`src/rtl/jpeg_pkg.sv`:
```
// jpeg_pkg: types and constants shared by the dequantizer, the transpose
// buffer and the IDCT stages.
//   COEF_W  coefficient width (two's complement)
//   BLK_N   block dimension (fixed at 8)
//   coef_t  one signed coefficient
//   row_t   BLK_N packed coefficients; element 0 sits in the MSBs
//   idx_t   row/column index inside a block
package jpeg_pkg;

  localparam int COEF_W = 12;
  localparam int BLK_N  = 8;
  localparam int IDX_W  = 3;

  typedef logic signed [COEF_W-1:0] coef_t;
  typedef coef_t [BLK_N-1:0]        row_t;
  typedef logic [IDX_W-1:0]         idx_t;

  localparam idx_t IDX_LAST = 3'd7;

endpackage : jpeg_pkg

```
`src/rtl/tbuf_bank.sv`:
```
// tbuf_bank: one 8x8 coefficient bank of the transpose buffer.
// A whole row is written per cycle; a whole column is read combinationally.
// Ports:
//   clk, rst_n   clock and asynchronous active-low reset (clears the bank)
//   we_i         write enable for wr_row_i into row wr_idx_i
//   wr_idx_i     destination row index
//   wr_row_i     row data, element 0 in the MSBs
//   rd_col_i     column index to read
//   rd_col_o     column data, row 0 in the MSBs
module tbuf_bank
  import jpeg_pkg::*;
(
  input  logic clk,
  input  logic rst_n,
  input  logic we_i,
  input  idx_t wr_idx_i,
  input  row_t wr_row_i,
  input  idx_t rd_col_i,
  output row_t rd_col_o
);

  // mem_q[r][c] holds block element (row r, column c)
  coef_t mem_q [BLK_N][BLK_N];

  // Row write port; bank contents are cleared on reset
  always_ff @(posedge clk or negedge rst_n) begin
    if (!rst_n) begin
      for (int r = 0; r < BLK_N; r++) begin
        for (int c = 0; c < BLK_N; c++) begin
          mem_q[r][c] <= '0;
        end
      end
    end else if (we_i) begin
      // element c of the incoming row lives at packed position BLK_N-1-c
      for (int c = 0; c < BLK_N; c++) begin
        mem_q[wr_idx_i][c] <= wr_row_i[BLK_N-1-c];
      end
    end
  end

  // Column read mux: row r of the selected column goes to packed slot BLK_N-1-r
  always_comb begin
    rd_col_o = '0;
    for (int r = 0; r < BLK_N; r++) begin
      rd_col_o[BLK_N-1-r] = mem_q[r][rd_col_i];
    end
  end

endmodule : tbuf_bank

```
`src/rtl/dequant_transpose_buf.sv`:
```
// dequant_transpose_buf: ping-pong 8x8 transpose buffer between the
// dequantizer and the column pass of the IDCT. Rows are written into one
// bank while the other bank is read out column by column.
// Ports:
//   clk, rst_n      clock, asynchronous active-low reset
//   in_valid_i      in_row_i carries a valid row
//   in_ready_o      a row can be accepted this cycle
//   in_row_i        row coefficients, element 0 in the MSBs
//   wr_row_o        row index the next accepted row will occupy
//   out_valid_o     out_col_o carries a valid column
//   out_ready_i     downstream accepts the column
//   out_col_o       column, row 0 in the MSBs
//   out_col_idx_o   index of the column on out_col_o
//   out_last_o      last column of the block is on the output
// All outputs depend on registered state only.
module dequant_transpose_buf
  import jpeg_pkg::*;
(
  input  logic clk,
  input  logic rst_n,
  input  logic in_valid_i,
  output logic in_ready_o,
  input  row_t in_row_i,
  output idx_t wr_row_o,
  output logic out_valid_o,
  input  logic out_ready_i,
  output row_t out_col_o,
  output idx_t out_col_idx_o,
  output logic out_last_o
);

  logic [1:0] full_q, full_d;
  logic       wsel_q, wsel_d;
  logic       rsel_q, rsel_d;
  idx_t       wrow_q, wrow_d;
  idx_t       rcol_q, rcol_d;

  logic       wr_fire_s;
  logic       rd_fire_s;
  logic       we0_s, we1_s;
  row_t       col0_s, col1_s;

  // Handshake qualifiers and per-bank write enables
  always_comb begin
    in_ready_o  = ~full_q[wsel_q];
    out_valid_o = full_q[rsel_q];
    wr_fire_s   = in_valid_i & in_ready_o;
    rd_fire_s   = out_valid_o & out_ready_i;
    we0_s       = wr_fire_s & ~wsel_q;
    we1_s       = wr_fire_s & wsel_q;
  end

  tbuf_bank u_bank0 (
    .clk      (clk),
    .rst_n    (rst_n),
    .we_i     (we0_s),
    .wr_idx_i (wrow_q),
    .wr_row_i (in_row_i),
    .rd_col_i (rcol_q),
    .rd_col_o (col0_s)
  );

  tbuf_bank u_bank1 (
    .clk      (clk),
    .rst_n    (rst_n),
    .we_i     (we1_s),
    .wr_idx_i (wrow_q),
    .wr_row_i (in_row_i),
    .rd_col_i (rcol_q),
    .rd_col_o (col1_s)
  );

  // Next-state for pointers and full flags. A write completion and a read
  // completion in the same cycle always hit different banks, so both
  // flag updates can be applied independently.
  always_comb begin
    full_d = full_q;
    wsel_d = wsel_q;
    wrow_d = wrow_q;
    rsel_d = rsel_q;
    rcol_d = rcol_q;
    if (wr_fire_s) begin
      wrow_d = wrow_q + 3'd1;
      if (wrow_q == IDX_LAST) begin
        full_d[wsel_q] = 1'b1;
        wsel_d         = ~wsel_q;
      end else begin
        full_d[wsel_q] = full_q[wsel_q];
      end
    end else begin
      wrow_d = wrow_q;
    end
    if (rd_fire_s) begin
      rcol_d = rcol_q + 3'd1;
      if (rcol_q == IDX_LAST) begin
        full_d[rsel_q] = 1'b0;
        rsel_d         = ~rsel_q;
      end else begin
        full_d[rsel_q] = full_d[rsel_q];
      end
    end else begin
      rcol_d = rcol_q;
    end
  end

  // Pointer and full-flag registers; reset discards any partial block
  always_ff @(posedge clk or negedge rst_n) begin
    if (!rst_n) begin
      full_q <= 2'b00;
      wsel_q <= 1'b0;
      wrow_q <= 3'd0;
      rsel_q <= 1'b0;
      rcol_q <= 3'd0;
    end else begin
      full_q <= full_d;
      wsel_q <= wsel_d;
      wrow_q <= wrow_d;
      rsel_q <= rsel_d;
      rcol_q <= rcol_d;
    end
  end

  // Read-side bank select and status outputs
  always_comb begin
    if (rsel_q) begin
      out_col_o = col1_s;
    end else begin
      out_col_o = col0_s;
    end
    wr_row_o      = wrow_q;
    out_col_idx_o = rcol_q;
    out_last_o    = out_valid_o & (rcol_q == IDX_LAST);
  end

endmodule : dequant_transpose_buf

```
`config.mk`:
```
export PLATFORM = sky130hd
export DESIGN_NAME = dequant_transpose_buf
export DESIGN_NICKNAME = d
export VERILOG_FILES = /design/src/rtl/jpeg_pkg.sv /design/src/rtl/tbuf_bank.sv /design/src/rtl/dequant_transpose_buf.sv
export SDC_FILE = /design/constraint.sdc
export NUM_CORES = 2
export LEC_CHECK = 0
export CAP_MARGIN = 30
export CORE_MARGIN = 1.5
export CORE_UTILIZATION = 25
export CTS_CLUSTER_DIAMETER = 50
export DETAILED_ROUTE_END_ITERATION = 8
export PLACE_DENSITY = 0.43
export SYNTH_ARGS = -nofsm -noshare
export SYNTH_HDL_FRONTEND = slang
export SYNTH_HIERARCHICAL = 1
export SYNTH_SLANG_ARGS = --single-unit
export TNS_END_PERCENT = 5
```
`constraint.sdc`:
```
create_clock -name clk -period 2.5 [get_ports clk]
set_input_delay 0.25 -clock clk [delete_from_list [all_inputs] [get_ports clk]]
set_output_delay 0.25 -clock clk [all_outputs]
set_load 0.005 [all_outputs]
```
* Yosys cells after proc, flatten, opt, wreduce, memory -nomap -nowiden
Cells that the tools add are included.
Word-level totals: bits in registers 1546, input bits 100, output and inout port bits 105, word-level logic and storage cells 259
Operators by class: $add $sub $neg 2, order comparisons 7, eq/ne operators 2, mux-type cells 97, bitwise gates (word level) 13, reductions and logical operators 5
Operator list (number):
- $bwmux 768 | 16
- $demux 96 s3 | 8
- $bmux 12 s3 | 16
- $mux 12 | 33
- $mux 96 | 2
- $mux 84 | 1
- $mux 72 | 1
- $mux 60 | 1
- $mux 48 | 1
- $mux 36 | 1
- $mux 24 | 1
- $ge 4x4->1 const B | 2
- $mux 1 | 8
- $mux 2 | 4
- $not 3->4 | 2
- $add 3x1->3 const B | 2
- $eq 3x3->1 const B | 2
- $and 1x1->1 | 5
- $bwmux 2 | 2
- $lt 1x2->1 const B | 2
- $lt 4x1->1 const B | 1
- $reduce_and 2->1 | 2
- $logic_and 1x1->1 | 3
- $not 1->1 | 3
- 5 further kinds | 7

* Logic depth before layout (Yosys ltp)
depth in word-level cells 13, mapped depth 7, depth with buffers taken out 5

* Modules after synthesis
Netlist, hierarchy kept.
By module, submodules not included:
- tbuf_bank | times used 2, cells an instance 1973, area an instance 34231.6 um2, sequential area each 19218.4 um2
- dequant_transpose_buf | times used 1, cells an instance 145, area an instance 1624.1 um2, sequential area each 250.2 um2

* Worst setup path before layout
OpenSTA, ideal clock, no wires.
path type reg2out, from register rcol_q[0] (netlist: out_col_idx_o[0]), to output port out_col_o[36] (netlist bit), data arrival time 1946 ps, required time 2250 ps, path slack 304 ps, cell stages (with the launch flop) 7, buffers on the path 3, cell sequence dfrtp_1 clkbuf_1 buf_6 buf_6 mux4_2 mux2_2 mux2_2
RTL lines:
- from (decl) | RTL line dequant_transpose_buf.sv:36 | idx_t rcol_q, rcol_d;
- from (signal assigned) | RTL line dequant_transpose_buf.sv:119 | rcol_q <= rcol_d;
- to (decl) | RTL line dequant_transpose_buf.sv:27 | output row_t out_col_o,

==> impl_metrics.py <==
metrics = {
    "status": {
        "outcome": "complete, but fails checks",
        "violations": "negative setup slack",
    },
    "clock_tree": {
        "cts.clk_slew.worst_paths_ns": 0.05,
        "cts_buffers": 221,
        "clock-root-buffer": "clkbuf_16",
        "clock_latency_ns": 0.88,
        "cts_sinks": 1546,
        "cts_tree": "done",
        "cts_buffer_depth": 4,
        "h-tree-depth": 4,
    },
    "placement": {
        "place_congestion": 0.7273,
        "post-dp-hpwl_um": 150900,
        "placed_area_um2": 79860,
        "port_buffers": 204,
        "dp_slack_ns": -0.4688,
        "dp_cells": 8113,
    },
    "detailed_routing": {
        "drc": 0,
        "wl_per_cell_um": 26.61,
        "vias": 39520,
        "detail_route.iter0.violations": 1719,
        "first_pass_iters": 5,
        "drt-total-wl_um": 229100,
        "ant_nets": 0,
        "via_per_inst": 4.590,
    },
    "floorplan": {
        "io_pins": 205,
        "die_x_um": 532.5,
        "die-area_um2": 283500,
        "coreArea_um2": 279100,
        "rows": 194,
        "start_util": 0.2511,
        "die_h_um": 532.5,
    },
    "global_routing": {
        "grt_max_degree": 103,
        "grt-ovfl-total": 0,
        "antenna_found_initial": 32,
        "grt_first_pass_wirelength_um": 334100,
        "grtUsageTotal": 0.1620,
        "grt_pass1_vias": 43600,
    },
    "setup_path": {
        "cp-start-kind": "flop",
        "cp_max_fo": 5,
        "arrival_ns": 3.32,
        "cp_slowest_cell": "dfrtp_4",
        "slowest_delay_ns": 0.51,
        "end_kind": "output port",
        "crit_buf_inv": 6,
        "cp_cell_sequence": "buf_12 -> buf_12 -> buf_16 -> buf_16 -> buf_8 -> mux4_2 -> mux2_4 -> mux2_4 -> buf_6",
        "crit_required_ns": 2.25,
        "critPathKind": "flop to output port",
        "path_delay_family": "multiplexers",
    },
    "run": {
        "maxCapViolations": 0,
    },
    "sta": {
        "timing.final.crit_share": 1.426,
        "slew-limit-headroom": 0.5834,
        "setup_slack_ns": -1.065,
        "fin_skew_ns": 0.04803,
        "max_clock_freq_mhz": 280.5,
        "setup_viol": 97,
        "finalHoldViolCount": 0,
        "finalMaxSlewViolations": 0,
        "grt_setup_unrepaired": "yes",
        "finalCriticalPeriod_ns": 3.565,
        "worstMarginPinSlew_ns": 0.6249,
        "fin_tns_setup_ns": -86.72,
    },
    "final_layout": {
        "area_growth_pct": 28.12,
        "nets": 4804,
        "layout_common_cells": "1607 x mux2_2, 1542 x dfrtp_1, 384 x mux4_2, 238 x buf_4, 222 x clkbuf_16",
        "drive_above_1_share": 0.6311,
        "final_common_cell": "mux2_2",
        "final_area_um2": 89790,
        "nFillCells": 27330,
        "instances_no_fill": 8610,
    },
    "pwr": {
        "leakagePower_nw": 39.36,
        "vdd_ir_drop_max_mv": 0.6461,
        "power.density_nw_per_um2": 1442,
    },
    "logic_synthesis": {
        "synth_seq_area_share": 0.5520,
        "avgSynthCellArea_um2": 17.13,
        "synth_cell_type_count": 26,
        "synth_warnings": 6,
        "syn_area_um2": 70090,
        "netlist_instances": 4091,
        "synth-seq-cells": 1546,
        "synthesis.nets": 4195,
    },
    "min_path": {
        "hp-class": "input port to flop",
    },
}
==> worst paths after layout <==
check | from | to | slack [ns] | cells after the start
max | out_col_idx_o[0]$_DFFE_PN0P_ | out_col_o[53] | -1.07 | 9
min | out_ready_i | full_q[0]$_DFF_PN0_ | 0.09 | 4
max reg2reg | full_q[0]$_DFF_PN0_ | u_bank0/mem_q[373]$_DFFE_PN0P_ | 0.25 | 6
min reg2reg | u_bank0/mem_q[725]$_DFFE_PN0P_ | u_bank0/mem_q[725]$_DFFE_PN0P_ | 0.48 | 1
max in group asynchronous | rst_n | u_bank1/mem_q[66]$_DFFE_PN0P_ | 1.56 | 3
min in group asynchronous | rst_n | u_bank1/mem_q[767]$_DFFE_PN0P_ | 0.25 | 3
==> layer usage <==
layer | part of all wire | global-route usage
met2 | 0.49 | 0.2707
met4 | 0.020 | 0.03473
met1 | 0.47 | 0.2239
met5 | 0 | 0
met3 | 0.027 | 0.01971
==> state kept, by name, indices dropped and copies added, names as in the netlist <==
| register | cells |
|---|---|
| full_q | 2 |
| out_col_idx_o | 3 |
| rsel_q | 1 |
| u_bank0/mem_q | 768 |
| u_bank1/mem_q | 768 |
| wr_row_o | 3 |
| wsel_q | 1 |
==> repair_timing <==
item	4_1_cts	5_1_grt
gates resized for setup	593	78
hold buffers	2	0
hold endpoints to repair	1222	0
cloned	19	0
buffers inserted	59	11
setup endpoints to repair	101	98
==> cells by family after synthesis <==
kind of cell | count (synthesis) | share of synthesized area
AOI/OAI and AO/OA | 8 | 0.0006961
xor gates and xnor gates | 2 | 0.0002500
adders and majority gates | 4 | 0.0007141
buffers and inverters | 293 | 0.02571
DFF | 1546 | 0.5520
muxes | 2214 | 0.4175
and+or+nand+nor | 24 | 0.003142
==> where the power goes <==
part,internal (W),switching (W),total [W]
Sequential,0.0362,0.00542,0.0416
Combinational,0.0328,0.0227,0.0556
Clock,0.0201,0.0122,0.0323
Total,0.0892,0.0403,0.129
==> tightest hold or removal path, cell delays in order <==
cell	delay, ns
clkdlybuf4s50_1	0.44
nand2_1	0.07
o21ai_0	0.06
o31ai_1	0.06
==> cells in the mapped netlist <==
cell type	count	area, um^2
buf_1	22	82.58
clkbuf_1	34	127.6
dfrtp_1	1546	38690
mux4_2	384	8648
nand2_2	1	6.260
mux2_4	2	30.03
buf_4	22	165.2
buf_6	56	630.6
o31ai_1	2	15.01
mux2_1	80	900.9
a21oi_1	1	5.000
and3b_2	1	10.01
nor4bb_1	6	60.06
nand4_1	2	12.51
a31oi_1	3	18.77
nand4b_1	6	52.55
nand2_1	3	11.26
mux2_2	1747	19670
and2_1	2	12.51
o21ai_0	2	10.01
xnor2_1	2	17.52
buf_2	159	795.8
nor3b_1	1	7.510
mux2i_1	1	10.01
ha_1	4	50.05
nor4b_4	2	47.55
==> stage by stage <==
stage	hold slack [ns]	utilization	total power, W
after detailed placement	0.2262	0.2861	0.09321
after global placement	0.2146	0.2861	0.09250
final	0.08746	0.3217	0.1295
after CTS	0.02162	0.3208	0.1314
after floorplan	-0.04559	-	0.07034
after global routing	0.1095	0.3216	0.1365
==> cell type report <==
cell class | instances | area [um^2] | area share
Multi-Input combinational cell | 2252 | 30240 | 0.3368
Clock inverter | 95 | 1323 | 0.01473
Sequential cell | 1546 | 38700 | 0.4310
Timing Repair Buffer | 679 | 8553 | 0.09525
Antenna cell | 6 | 15.01 | 0.0001672
Clock buffer | 308 | 6299 | 0.07014
Tap cell | 3724 | 4659 | 0.05189
No activity file was read; power rests on OpenSTA's default activity.
